**src/rtl/rv32_cpu_wb_ctrl_if.sv**
```systemverilog
// Issue and load-response channel of the rv32 write-back controller.
// The master is the execute/memory side; the slave is the controller.
interface rv32_cpu_wb_ctrl_if #(
    parameter int XLEN = 32
);
    logic            iss_valid;
    logic            iss_ready;
    logic [1:0]      iss_sel;
    logic [4:0]      iss_rd;
    logic [2:0]      iss_funct3;
    logic [1:0]      iss_addr_lo;
    logic [XLEN-1:0] alu;
    logic [XLEN-1:0] csr;
    logic [XLEN-1:0] npc;
    logic            mem_rvalid;
    logic [31:0]     mem_rdata;
    logic            mem_err;

    modport master (
        output iss_valid, iss_sel, iss_rd, iss_funct3, iss_addr_lo,
        output alu, csr, npc, mem_rvalid, mem_rdata, mem_err,
        input  iss_ready
    );

    modport slave (
        input  iss_valid, iss_sel, iss_rd, iss_funct3, iss_addr_lo,
        input  alu, csr, npc, mem_rvalid, mem_rdata, mem_err,
        output iss_ready
    );
endinterface

```
**src/rtl/rv32_cpu_wb_ctrl.sv**
```systemverilog
// rv32 write-back controller: retires execute results into the register
// file write port, tracks outstanding loads in order, aligns/extends load
// data and keeps a busy scoreboard for decode hazard stalls.
// Optional macro RV32_WB_FWD_EN: release busy[] on the response edge and
// mask hazards against the register currently being written back.
module rv32_cpu_wb_ctrl #(
    parameter int XLEN     = 32,
    parameter int RVE      = 1,
    parameter int LQ_DEPTH = 2
) (
    input  logic                i_clk,
    input  logic                i_rstn,
    rv32_cpu_wb_ctrl_if.slave   bus,
    input  logic [4:0]          i_chk_rs1,
    input  logic [4:0]          i_chk_rs2,
    output logic                o_hazard,
    output logic                o_wb_en,
    output logic [1:0]          o_wb_sel,
    output logic [4:0]          o_wb_rd,
    output logic [XLEN-1:0]     o_wb_alu,
    output logic [XLEN-1:0]     o_wb_mem,
    output logic [XLEN-1:0]     o_wb_csr,
    output logic [XLEN-1:0]     o_wb_npc,
    output logic                o_load_err,
    output logic                o_lq_busy
);
    localparam int AW = $clog2(LQ_DEPTH);
    localparam int PW = AW + 1;

    typedef enum logic [1:0] {
        SEL_ALU = 2'b00,
        SEL_MEM = 2'b01,
        SEL_CSR = 2'b10,
        SEL_NPC = 2'b11
    } sel_e;

    typedef struct packed {
        logic [4:0] rd;
        logic [2:0] funct3;
        logic [1:0] addr_lo;
    } lq_entry_t;

    // Scoreboard index: with RVE only 16 registers exist, bit 4 is dropped.
    function automatic logic [4:0] reg_idx(input logic [4:0] r);
        return (RVE != 0) ? {1'b0, r[3:0]} : r;
    endfunction

    function automatic logic reg_nz(input logic [4:0] r);
        return reg_idx(r) != 5'd0;
    endfunction

    lq_entry_t       lq_mem [LQ_DEPTH];
    logic [PW-1:0]   wr_ptr;
    logic [PW-1:0]   rd_ptr;
    logic            lq_empty;
    logic            lq_full;
    lq_entry_t       head;
    logic [31:0]     busy;
    logic            fire;
    logic            push;
    logic            pop;
    logic [31:0]     shifted;
    logic [XLEN-1:0] load_data;
    logic            haz1;
    logic            haz2;
`ifndef RV32_WB_FWD_EN
    logic            clr_pend;
    logic [4:0]      clr_idx;
`endif

    assign lq_empty  = (wr_ptr == rd_ptr);
    assign lq_full   = (wr_ptr[PW-1] != rd_ptr[PW-1]) &&
                       (wr_ptr[AW-1:0] == rd_ptr[AW-1:0]);
    assign head      = lq_mem[rd_ptr[AW-1:0]];
    assign o_lq_busy = !lq_empty;

    // A response always owns the write port, so issue stalls whenever one arrives.
    assign bus.iss_ready = !bus.mem_rvalid
                         && !(busy[reg_idx(bus.iss_rd)] && reg_nz(bus.iss_rd))
                         && !((sel_e'(bus.iss_sel) == SEL_MEM) && lq_full);

    assign fire = bus.iss_valid && bus.iss_ready;
    assign push = fire && (sel_e'(bus.iss_sel) == SEL_MEM);
    assign pop  = bus.mem_rvalid && !lq_empty;

    // Load alignment and extension of the popped response.
    always_comb begin
        // NOTE: every always_comb output gets a default first so no latch is inferred.
        shifted   = bus.mem_rdata >> {head.addr_lo, 3'b000};
        load_data = XLEN'($signed(shifted));
        case (head.funct3)
            3'b000:  load_data = XLEN'($signed(shifted[7:0]));
            3'b001:  load_data = XLEN'($signed(shifted[15:0]));
            3'b100:  load_data = XLEN'(shifted[7:0]);
            3'b101:  load_data = XLEN'(shifted[15:0]);
            default: load_data = XLEN'($signed(shifted));
        endcase
    end

    // Hazard when a checked source has a pending load.
    always_comb begin
        haz1 = busy[reg_idx(i_chk_rs1)] && reg_nz(i_chk_rs1);
        haz2 = busy[reg_idx(i_chk_rs2)] && reg_nz(i_chk_rs2);
`ifdef RV32_WB_FWD_EN
        if (o_wb_en && (reg_idx(i_chk_rs1) == reg_idx(o_wb_rd))) haz1 = 1'b0;
        if (o_wb_en && (reg_idx(i_chk_rs2) == reg_idx(o_wb_rd))) haz2 = 1'b0;
`endif
        o_hazard = haz1 || haz2;
    end

    // Load queue storage.
    // NOTE: payload storage has no reset; the pointers alone define which entries are valid.
    always_ff @(posedge i_clk) begin
        if (push) lq_mem[wr_ptr[AW-1:0]] <= '{rd: bus.iss_rd, funct3: bus.iss_funct3,
                                             addr_lo: bus.iss_addr_lo};
    end

    // Load queue pointers; wrap naturally modulo 2*LQ_DEPTH.
    always_ff @(posedge i_clk or negedge i_rstn) begin
        if (!i_rstn) begin
            wr_ptr <= '0;
            rd_ptr <= '0;
        end else begin
            // NOTE: sequential state is updated with non-blocking assignments only.
            if (push) wr_ptr <= wr_ptr + 1'b1;
            if (pop)  rd_ptr <= rd_ptr + 1'b1;
        end
    end

    // Write-back port registers: a load response takes priority over issue.
    always_ff @(posedge i_clk or negedge i_rstn) begin
        if (!i_rstn) begin
            o_wb_en    <= 1'b0;
            o_wb_sel   <= 2'b00;
            o_wb_rd    <= 5'd0;
            o_wb_alu   <= '0;
            o_wb_mem   <= '0;
            o_wb_csr   <= '0;
            o_wb_npc   <= '0;
            o_load_err <= 1'b0;
        end else begin
            o_wb_en    <= 1'b0;
            o_load_err <= 1'b0;
            if (pop) begin
                if (bus.mem_err) begin
                    o_load_err <= 1'b1;
                end else begin
                    o_wb_en  <= reg_nz(head.rd);
                    o_wb_sel <= SEL_MEM;
                    o_wb_rd  <= head.rd;
                    o_wb_mem <= load_data;
                end
            end else if (fire && !push) begin
                o_wb_en  <= reg_nz(bus.iss_rd);
                o_wb_sel <= bus.iss_sel;
                o_wb_rd  <= bus.iss_rd;
                case (sel_e'(bus.iss_sel))
                    SEL_CSR: o_wb_csr <= bus.csr;
                    SEL_NPC: o_wb_npc <= bus.npc;
                    default: o_wb_alu <= bus.alu;
                endcase
            end
        end
    end

    // Busy scoreboard: set on load push, cleared when the load's write-back commits.
    always_ff @(posedge i_clk or negedge i_rstn) begin
        if (!i_rstn) begin
            busy     <= '0;
`ifndef RV32_WB_FWD_EN
            clr_pend <= 1'b0;
            clr_idx  <= 5'd0;
`endif
        end else begin
`ifdef RV32_WB_FWD_EN
            if (pop) busy[reg_idx(head.rd)] <= 1'b0;
`else
            clr_pend <= 1'b0;
            if (clr_pend) busy[clr_idx] <= 1'b0;
            if (pop) begin
                if (bus.mem_err) begin
                    busy[reg_idx(head.rd)] <= 1'b0;
                end else begin
                    clr_pend <= 1'b1;
                    clr_idx  <= reg_idx(head.rd);
                end
            end
`endif
            if (push && reg_nz(bus.iss_rd)) busy[reg_idx(bus.iss_rd)] <= 1'b1;
        end
    end
endmodule

```
**src/flat_wrapper.sv**
```systemverilog
// flat-port wrapper written by rule: the top's interface ports become plain ports
module rv32_cpu_wb_ctrl_flat 
#(
    parameter int XLEN     = 32,
    parameter int RVE      = 1,
    parameter int LQ_DEPTH = 2
)
  (i_clk, i_rstn, i_chk_rs1, i_chk_rs2, o_hazard, o_wb_en, o_wb_sel, o_wb_rd, o_wb_alu, o_wb_mem, o_wb_csr, o_wb_npc, o_load_err, o_lq_busy, bus_iss_valid, bus_iss_sel, bus_iss_rd, bus_iss_funct3, bus_iss_addr_lo, bus_alu, bus_csr, bus_npc, bus_mem_rvalid, bus_mem_rdata, bus_mem_err, bus_iss_ready);
  rv32_cpu_wb_ctrl_if #(.XLEN(XLEN)) bus_i ();
  input  logic i_clk;
  input  logic i_rstn;
  input  logic [4:0] i_chk_rs1;
  input  logic [4:0] i_chk_rs2;
  output logic o_hazard;
  output logic o_wb_en;
  output logic [1:0] o_wb_sel;
  output logic [4:0] o_wb_rd;
  output logic [XLEN-1:0] o_wb_alu;
  output logic [XLEN-1:0] o_wb_mem;
  output logic [XLEN-1:0] o_wb_csr;
  output logic [XLEN-1:0] o_wb_npc;
  output logic o_load_err;
  output logic o_lq_busy;
  input wire logic [$bits(bus_i.iss_valid)-1:0] bus_iss_valid;
  input wire logic [$bits(bus_i.iss_sel)-1:0] bus_iss_sel;
  input wire logic [$bits(bus_i.iss_rd)-1:0] bus_iss_rd;
  input wire logic [$bits(bus_i.iss_funct3)-1:0] bus_iss_funct3;
  input wire logic [$bits(bus_i.iss_addr_lo)-1:0] bus_iss_addr_lo;
  input wire logic [$bits(bus_i.alu)-1:0] bus_alu;
  input wire logic [$bits(bus_i.csr)-1:0] bus_csr;
  input wire logic [$bits(bus_i.npc)-1:0] bus_npc;
  input wire logic [$bits(bus_i.mem_rvalid)-1:0] bus_mem_rvalid;
  input wire logic [$bits(bus_i.mem_rdata)-1:0] bus_mem_rdata;
  input wire logic [$bits(bus_i.mem_err)-1:0] bus_mem_err;
  output wire logic [$bits(bus_i.iss_ready)-1:0] bus_iss_ready;
  assign bus_i.iss_valid = bus_iss_valid;
  assign bus_i.iss_sel = bus_iss_sel;
  assign bus_i.iss_rd = bus_iss_rd;
  assign bus_i.iss_funct3 = bus_iss_funct3;
  assign bus_i.iss_addr_lo = bus_iss_addr_lo;
  assign bus_i.alu = bus_alu;
  assign bus_i.csr = bus_csr;
  assign bus_i.npc = bus_npc;
  assign bus_i.mem_rvalid = bus_mem_rvalid;
  assign bus_i.mem_rdata = bus_mem_rdata;
  assign bus_i.mem_err = bus_mem_err;
  assign bus_iss_ready = bus_i.iss_ready;
  rv32_cpu_wb_ctrl #(.XLEN(XLEN), .RVE(RVE), .LQ_DEPTH(LQ_DEPTH)) u_core (.i_clk(i_clk), .i_rstn(i_rstn), .bus(bus_i), .i_chk_rs1(i_chk_rs1), .i_chk_rs2(i_chk_rs2), .o_hazard(o_hazard), .o_wb_en(o_wb_en), .o_wb_sel(o_wb_sel), .o_wb_rd(o_wb_rd), .o_wb_alu(o_wb_alu), .o_wb_mem(o_wb_mem), .o_wb_csr(o_wb_csr), .o_wb_npc(o_wb_npc), .o_load_err(o_load_err), .o_lq_busy(o_lq_busy));
endmodule
```
**config.mk**
```make
export PLATFORM = sky130hd
export DESIGN_NAME = rv32_cpu_wb_ctrl_flat
export DESIGN_NICKNAME = d
export VERILOG_FILES = /design/src/rtl/rv32_cpu_wb_ctrl_if.sv /design/src/rtl/rv32_cpu_wb_ctrl.sv /design/src/flat_wrapper.sv
export SDC_FILE = /design/constraint.sdc
export NUM_CORES = 1
export LEC_CHECK = 0
export CORE_MARGIN = 2
export CORE_UTILIZATION = 49
export DETAILED_ROUTE_END_ITERATION = 10
export PLACE_DENSITY_LB_ADDON = 0.3
export SYNTH_ARGS = -nofsm -noshare
export SYNTH_HDL_FRONTEND = slang
export SYNTH_SLANG_ARGS = --single-unit
```
**constraint.sdc**
```tcl
create_clock -name i_clk -period 4 [get_ports i_clk]
set_input_delay 0.8 -clock i_clk [delete_from_list [all_inputs] [get_ports i_clk]]
set_output_delay 0.8 -clock i_clk [all_outputs]
set_load 0.005 [all_outputs]
```
# --- Yosys cells after proc, flatten, opt, wreduce, memory -nomap -nowiden ---
# Memories as Yosys holds them, arrays and structs flattened.
# Index checks and enable logic that the tools add are counted.
totals:
  ff_bits: 178
  ramBits: 20
  inputBits: 155
  elab_cells: 108
  n_memories: 1
memory_table:
  columns: ["name", "depth", "word_bits", "rd", "rd_ports_with_merged_regs", "wr", "line", "rtl"]
  rows:
  - ["u_core.lq_mem", 2, 10, 1, 0, 1, "rv32_cpu_wb_ctrl.sv:52", "lq_entry_t lq_mem [LQ_DEPTH];"]
classes:
  add_sub_neg: 2
  order_cmp: 8
  n_eq_ne: 10
  n_shift: 1
  mux: 32
  bitwise_logic: 8
  reduce_logical: 33
ops:
  columns: ["op", "count"]
  rows:
  - ["$mux W32", 4]
  - ["$pmux W32 S4", 1]
  - ["$and A32 B32 Y32", 2]
  - ["$not A16 Y32", 2]
  - ["$or A32 B16 Y32", 1]
  - ["$shr A32 B5 Y32", 1]
  - ["$lt A4 B6 Y1 const B", 5]
  - ["$reduce_bool A4 Y1", 4]
  - ["$logic_and A1 B1 Y1", 15]
  - ["$mux W1", 15]
  - ["$mux W5", 3]
  - ["$bmux W1 S4", 3]
  - ["$demux W1 S4", 3]
  - ["$ge A4 B1 Y1 const B", 3]
  - ["$reduce_and A3 Y1", 3]
  - ["$eq A3 B3 Y1 const B", 2]
  - ["$mux W2", 3]
  - ["$logic_not A1 Y1", 5]
  - ["$add A2 B1 Y2 const B", 2]
  - ["$eq A2 B2 Y1 const B", 2]
  - ["$reduce_and A2 Y1", 2]
  - ["$eq A3 B1 Y1 const B", 1]
  - ["$logic_not A3 Y1", 1]
  - ["$not A1 Y1", 3]
  - ["other kinds (8)", 8]

# --- Logic depth before layout (Yosys ltp) ---
# Gate-level depths: netlist of run 1.
logic_depth:
  ltp_word: 12
  depth_mapped: 10

# --- Worst setup path after synthesis of run 1 ---
# No wires, ideal clock.
synth_path:
  path_type: "input to output"
  startpoint: "input port i_chk_rs1[0]"
  endpoint: "output port o_hazard"
  arrival_time_ns: 2.017
  t_required_ns: 3.200
  slack_ns: 1.183
  path_stages: 3
  cell_sequence: "mux4_2 mux4_2 or2_2"
synth_between:
  elab_chain_len: 4
  word_cells_on_any_way: 5
  cone_classes: "mux (2); reduce/logical (3)"
synth_lines:
  columns: ["item", "line", "rtl"]
  rows:
  - ["start: declaration", "flat_wrapper.sv:12", "input logic [4:0] i_chk_rs1;"]
  - ["$bmux W1 S4", "rv32_cpu_wb_ctrl.sv:102", "haz1 = busy[reg_idx(i_chk_rs1)] && reg_nz(i_chk_rs1);"]
  - ["$mux W1 (implied by the code)", "rv32_cpu_wb_ctrl.sv:102", null]
  - ["$logic_and A1 B1 Y1 *", "rv32_cpu_wb_ctrl.sv:102", null]
  - ["$logic_or A1 B1 Y1 *", "rv32_cpu_wb_ctrl.sv:108", "o_hazard = haz1 || haz2;"]
  - ["end: declaration", "flat_wrapper.sv:14", "output logic o_hazard;"]
# Every way passes the cells marked *; elsewhere a longest branch is shown, timed or not. The select of a mux whose other input is x is not followed.

# --- Worst setup path in the final report of run 1 ---
layout_path:
  startpoint: "input port bus_iss_rd[2]"
  endpoint: "output port bus_iss_ready"
layout_between:
  elab_chain_len: 6
  word_cells_on_any_way: 7
  cone_classes: "mux (2); reduce/logical (5)"
layout_lines:
  columns: ["item", "line", "rtl"]
  rows:
  - ["start: declaration", "flat_wrapper.sv:26", "input wire logic [$bits(bus_i.iss_rd)-1:0] bus_iss_rd;"]
  - ["$bmux W1 S4", "rv32_cpu_wb_ctrl.sv:79", "&& !(busy[reg_idx(bus.iss_rd)] && reg_nz(bus.iss_rd))"]
  - ["$mux W1 (implied by the code)", "rv32_cpu_wb_ctrl.sv:79", null]
  - ["$logic_and A1 B1 Y1 *", "rv32_cpu_wb_ctrl.sv:79", null]
  - ["$logic_not A1 Y1 *", "rv32_cpu_wb_ctrl.sv:79", null]
  - ["$logic_and A1 B1 Y1 *", "rv32_cpu_wb_ctrl.sv:79", null]
  - ["$logic_and A1 B1 Y1 *", "rv32_cpu_wb_ctrl.sv:80", "&& !((sel_e'(bus.iss_sel) == SEL_MEM) && lq_full);"]
  - ["end: declaration", "flat_wrapper.sv:35", "output wire logic [$bits(bus_i.iss_ready)-1:0] bus_iss_ready;"]
# Marks and branches as above.

==> results_dict.tcl, run 1 <==
set metrics [dict create \
    cp_common_cell "clkdlybuf4s50_1" \
    track_usage_pct 26.3 \
    status "completed" \
    clk_pin_slew_ps 70 \
    hold_viol 0 \
    die_y_um 134 \
    slew_violations 0 \
    synth_cells 644 \
    worstPathMaxFanout 9 \
    tightest_slew_ps 1030 \
    worst-setup-path-type "in2out" \
    start_util_pct 49.9 \
    grt_pass1_vias 6415 \
    antenna_found_initial 0 \
    r2r_end "u_core.o_wb_mem[16]" \
    synth.cell_area_mm2 0.00824 \
    avgSynthCellArea_um2 12.8 \
    p_comb_share_pct 37.0 \
    period_share_pct 97.7 \
    r2r_slack_ps 1240 \
    rsz0062_at_grt "false" \
    die_w_um 134 \
    cts_made_buffers 17 \
    grt_max_degree 84 \
    hp-class "in2async" \
    setup_slack_ps 93.1 \
    critPathBufInv 2 \
    p_sw_share_pct 30.6 \
    cp.depth 7 \
    fmax_mhz 256 \
    slowest_delay_ps 790 \
    h-tree-depth 4 \
    p_leak_nw 5.01 \
    critical_path.cell_chain "clkdlybuf4s50_1 -> mux2i_1 -> o221ai_1 -> nor2_2 -> nor2_1 -> a311oi_1 -> clkdlybuf4s50_1" \
    insertion_delay_ps 440 \
    p_sw_mw 2.13 \
    crit_slowest_cell "clkdlybuf4s50_1" \
    peakVddDrop_uv 354 \
    via_per_inst 5.45 \
    n_fill_cell 1168 \
    cp-end-kind "output port" \
    synth_edf_count 20 \
    maxCapViolations 0 \
    yosysWarnings 0 \
    seq_power_share_pct 39.5 \
    clockBufferDepth 2 \
    p_per_area_mw_per_mm2 579 \
    wirelength_um 23100 \
    io_buffers 292 \
    syn_nets 799 \
    antenna_cells 0 \
    io_pins 295 \
    clock_skew_ps 11.9 \
    ys_ff_latch 181 \
    drc 0 \
    maxSlewHeadroom_pct 31.3 \
    rows 47 \
    drt_pass1_iterations 5 \
    vias 6399 \
    required_ps 3200 \
    cts-root-buf "clkbuf_16" \
    dp_cells 1143 \
    p_int_mw 4.83 \
    synth_ff_type "dfrtp_1" \
    synth-async-reset-ratio_pct 89.0 \
    fin_cells 1174 \
    antenna_left 0 \
    area_growth_pct 45.9 \
    seq_area_frac_synth_pct 56.2 \
    place_congestion 0.967 \
    design.die.area_mm2 0.0179 \
    wl_per_cell_um 19.7 \
    place_ws_ps 23.0 \
    first_iter_violations 428 \
    post-route-min-period_ps 3910 \
    final_net_count 1097 \
    worst_r2r_path_depth 5 \
    cts_tree "yes" \
    drive_above_1_share_pct 18.3 \
    startpoint_type "input pin" \
    dp_hpwl_um 17200 \
    p_clk_share_pct 23.5 \
    synth.distinct_cells 48 \
    grt_pass1_wl_um 36000 \
    grt_overflow 0 \
    cts.sinks 181 \
    cp_data_arrival_time_ps 3110 \
    core_area_mm2 0.0165 \
    tns_ps 0 \
    critical_path.top_delay_family "buffers and inverters" \
    setup_violations 0 \
    reg2reg_from "u_core.rd_ptr[0]" \
]
==> sequential cells by signal, summed over array words and instances (netlist names) <==
signal and flops:
u_core.o_wb_rd 5, u_core.clr_idx 4, u_core.o_wb_mem 32, u_core.o_load_err 1, u_core.o_wb_csr 32, u_core.wr_ptr 2, u_core.o_wb_npc 32, u_core.busy 15
u_core.o_wb_alu 32, u_core.o_wb_en 1, u_core.clr_pend 1, u_core.lq_mem 20, u_core.rd_ptr 2, u_core.o_wb_sel 2
==> metal layers <==
layer / wire [µm] / vias to the layer above / GRT usage, %
met5: 0 / - / 0
met2: 11300 / 310 / 43.6
met3: 1620 / 39 / 6.13
li1: - / 2946 / -
met4: 582 / 0 / 9.10
met1: 9600 / 3104 / 34.2
==> cells in the mapped netlist, types with 5 or more instances <==
| cell | instances | share of area (%) |
|---|---|---|
| a21oi_1 | 31 | 1.9 |
| a31oi_1 | 12 | 0.91 |
| buf_2 | 11 | 0.67 |
| buf_4 | 7 | 0.64 |
| buf_6 | 5 | 0.68 |
| clkbuf_1 | 11 | 0.50 |
| dfrtp_1 | 161 | 49 |
| edfxtp_1 | 20 | 7.3 |
| inv_1 | 7 | 0.32 |
| mux2_1 | 8 | 1.1 |
| mux2_2 | 71 | 9.7 |
| mux2_4 | 30 | 5.5 |
| mux2i_1 | 28 | 3.4 |
| mux4_2 | 9 | 2.5 |
| nand2_1 | 60 | 2.7 |
| nand2b_1 | 16 | 1.2 |
| nand3_1 | 10 | 0.61 |
| nor2_1 | 46 | 2.1 |
| nor2b_1 | 5 | 0.38 |
| nor3_1 | 5 | 0.30 |
| o21ai_0 | 17 | 1.0 |
| o221ai_1 | 15 | 1.6 |
| o2bb2ai_1 | 8 | 0.85 |
| o31ai_1 | 12 | 1.1 |
==> kinds of logic (layout without fill, tap and decap cells) <==
family | Yosys count | in the layout | share of synthesized area (%)
flip-flops | 181 | 181 | 56.2
AND/OR/NAND/NOR | 150 | 150 | 7.96
multiplexers | 146 | 146 | 22.1
AO/OA/AOI/OAI | 118 | 118 | 10.1
buffers and inverters | 42 | 352 | 2.85
XOR/XNOR | 7 | 7 | 0.835
==> worst register-to-register path, cell delays in order (launching register included) <==
cell and delay (ps):
dfrtp_1 590, mux2_2 540, and2_0 380, o2bb2ai_1 240
a22oi_2 660, a31oi_1 190
==> stage by stage <==
| step | utilization [%] | area [µm²] | hold slack, ps | power, mW |
|---|---|---|---|---|
| after floorplan | - | 8240 | 470 | 3.87 |
| after global placement | 69.3 | 11400 | 463 | 5.28 |
| after detailed placement | 69.3 | 11400 | 470 | 5.35 |
| after CTS | 72.7 | 12000 | 436 | 6.99 |
| after global routing | 72.8 | 12000 | 470 | 7.33 |
| final | 72.8 | 12000 | 402 | 6.96 |
==> layout make-up <==
type	count	area, µm²	share of cell area [%]
flip-flops and latches	181	4630	38.5
well taps	220	275	2.29
inverters	8	30.0	0.250
multi-input cells	421	3410	28.3
clock inverters	11	115	0.957
clock buffers	20	457	3.80
repair buffers	313	3110	25.9
==> worst max-delay path by stage <==
stage                              from       endpoint  slack, ps
after global placement     i_chk_rs1[0]       o_hazard         50
after CTS                  i_chk_rs1[0]       o_hazard         20
final                     bus_iss_rd[2]  bus_iss_ready         90
after floorplan            i_chk_rs1[0]       o_hazard       1180
after detailed placement   i_chk_rs1[0]       o_hazard         20
after global routing      bus_iss_rd[2]  bus_iss_ready          5
==> power groups by stage <==
| stage | logic, mW | clock network [mW] | registers (mW) |
|---|---|---|---|
| after detailed placement | 2.58 | 0 | 2.77 |
| after CTS | 2.59 | 1.65 | 2.74 |
| after floorplan | 1.14 | 0 | 2.73 |
| after global routing | 2.79 | 1.73 | 2.81 |
| final | 2.58 | 1.64 | 2.75 |
| after global placement | 2.53 | 0 | 2.75 |
==> what timing repair did <==
action,in CTS,in global routing
hold buffers,0,0
endpoints found under the setup margin,0,2
buffers inserted,0,0
resized for setup,0,3
==> layout by cell type, fill, tap and decap left out, types with 5 or more instances in the layout <==
cell,n
nor3_1,5
nor2_1,46
mux2_2,71
nor2b_1,5
o21ai_0,17
mux2_1,8
nand3_1,10
dfrtp_1,161
clkdlybuf4s50_1,288
a31oi_1,12
mux4_2,9
o2bb2ai_1,8
mux2_4,30
nand2_1,60
nand2b_1,16
o221ai_1,15
clkbuf_16,17
a21oi_1,31
edfxtp_1,20
inv_1,7
o31ai_1,12
mux2i_1,26
buf_4,19
No activity file was read; power rests on OpenSTA's default activity.
==> run 2: changes to the inputs <==
- CORE_MARGIN: 2 -> default
- SKIP_LAST_GASP: default -> 1
==> run 2 against run 1 <==
Against the previous run: global-route usage is 0.42 points higher; via count is 0.22% lower; clock skew is 0.82 ps lower; sequential power hardly changed; largest cell class unchanged; highest routed layer unchanged.
==> results_dict.tcl, run 2 (same netlist as run 1, synthesis figures left out) <==
set metrics [dict create \
    peakVddDrop_uv 360 \
    cts-root-buf "clkbuf_16" \
    post-route-min-period_ps 3900 \
    rows 47 \
    area_growth_pct 46.1 \
    io_buffers 292 \
    worstPathMaxFanout 5 \
    power_mw 6.89 \
    grt_max_degree 100 \
    clock_skew_ps 11.1 \
    hp-class "in2async" \
    design.die.area_mm2 0.0173 \
    track_usage_pct 26.7 \
    maxSlewHeadroom_pct 35.1 \
    p_clk_share_pct 22.8 \
    drt_pass1_iterations 5 \
    final_net_count 1098 \
    dp_cells 1144 \
    post-cts-setup-buffers 0 \
    io_pins 295 \
    n_fill_cell 1150 \
    required_ps 3200 \
    vias 6385 \
    cts.sinks 181 \
    drc 0 \
    insertion_delay_ps 430 \
    p_leak_nw 5.03 \
    period_share_pct 97.5 \
    start_util_pct 49.9 \
    hold_viol 0 \
    hold_slack_ps 474 \
    cp-end-kind "output port" \
    startpoint_type "input pin" \
    clk_pin_slew_ps 70 \
    p_sw_mw 2.14 \
    final_util_pct 72.8 \
    tightest_slew_ps 970 \
    fin_cells 1176 \
    setup_violations 0 \
    drive_above_1_share_pct 18.5 \
    place_congestion 0.946 \
    seq_power_share_pct 39.9 \
    final_cell_mix "287 x clkdlybuf4s50_1, 161 x dfrtp_1, 71 x mux2_2, 60 x nand2_1, 46 x nor2_1" \
    p_sw_share_pct 31.1 \
    slew_violations 0 \
    core_area_mm2 0.0165 \
    p_comb_share_pct 37.3 \
    tns_ps 0 \
    clockBufferDepth 2 \
    p_int_mw 4.75 \
    die_y_um 132 \
    p_per_area_mw_per_mm2 572 \
    grt_pass1_vias 6535 \
    die_w_um 132 \
    cts_made_buffers 17 \
    h-tree-depth 4 \
    status "completed" \
    wirelength_um 22400 \
    antenna_cells 0 \
    grt_overflow 0 \
    worst-setup-path-type "in2out" \
    antenna_left 0 \
    fmax_mhz 256 \
    rsz0062_at_grt "false" \
    cp_data_arrival_time_ps 3100 \
    grt_pass1_wl_um 35500 \
    maxCapViolations 0 \
    cts_tree "yes" \
    wl_per_cell_um 19.1 \
    antenna_found_initial 0 \
    first_iter_violations 364 \
    dp_hpwl_um 16600 \
    final_common_cell "clkdlybuf4s50_1" \
    via_per_inst 5.43 \
]
==> run 2: changes by cell type in the layout (fill, tap and decap cells not counted), sizes merged <==
cell / before / now
inv: 13 / 17
clkbuf: 20 / 18
buf: 22 / 23
bufinv: 1 / 0
clkdlybuf4s50: 288 / 287
dlymetal6s2s: 3 / 4
==> run 2: stage by stage <==
stage / cell area, µm² / setup slack [ps]
floorplan: 8240 / 1180
CTS: 12000 / 22.3
detailed placement: 11500 / 22.6
global route: 12000 / 8.54
global placement: 11500 / 52.1
finish: 12000 / 98.3
==> run 2: critical path: stages <==
cell and delay [ps]:
clkdlybuf4s50_1 600, mux4_2 520, mux4_2 460, or2_2 280, clkdlybuf4s50_1 440
==> run 2: power by group through the flow <==
stage	Sequential, mW	Clock (mW)	Combinational (mW)
after floorplan	2.73	0	1.14
after global placement	2.75	0	2.52
after detailed placement	2.77	0	2.57
after CTS	2.75	1.59	2.58
after global routing	2.82	1.66	2.77
final	2.75	1.57	2.57
==> run 2: worst paths after layout <==
path	from	end	slack, ps	depth (start not counted)
max	i_chk_rs2[0]	o_hazard	100	5
max reg2reg	u_core.rd_ptr[0]	u_core.o_wb_mem[17]	1270	5
min reg2reg	u_core.o_wb_mem[3]	u_core.o_wb_mem[3]	480	2
min in group i_clk	u_core.o_wb_mem[3]	u_core.o_wb_mem[3]	480	2
min	i_rstn	u_core.o_wb_alu[19]	470	1
max in group asynchronous	i_rstn	u_core.clr_idx[0]	2730	2
==> run 2: area by class of cell <==
| class | instances | area (µm²) | area share, % |
|---|---|---|---|
| Sequential cell | 181 | 4630 | 38.5 |
| Clock buffer | 18 | 429 | 3.57 |
| Timing Repair Buffer | 314 | 3150 | 26.2 |
| Inverter | 8 | 30.0 | 0.249 |
| Clock inverter | 14 | 118 | 0.977 |
| Multi-Input combinational cell | 421 | 3410 | 28.3 |
| Tap cell | 220 | 275 | 2.29 |
==> run 2: layer usage <==
layer / wire length [µm] / track usage, %
met5: 0 / 0
met1: 9220 / 33.9
met3: 1630 / 7.48
met4: 735 / 11.3
met2: 10800 / 42.9
==> run 2: what timing repair did <==
action	in CTS	in global routing
hold buffers	0	0
setup endpoints to repair	0	2
gates resized for setup	0	4
endpoints found under the hold margin	0	0
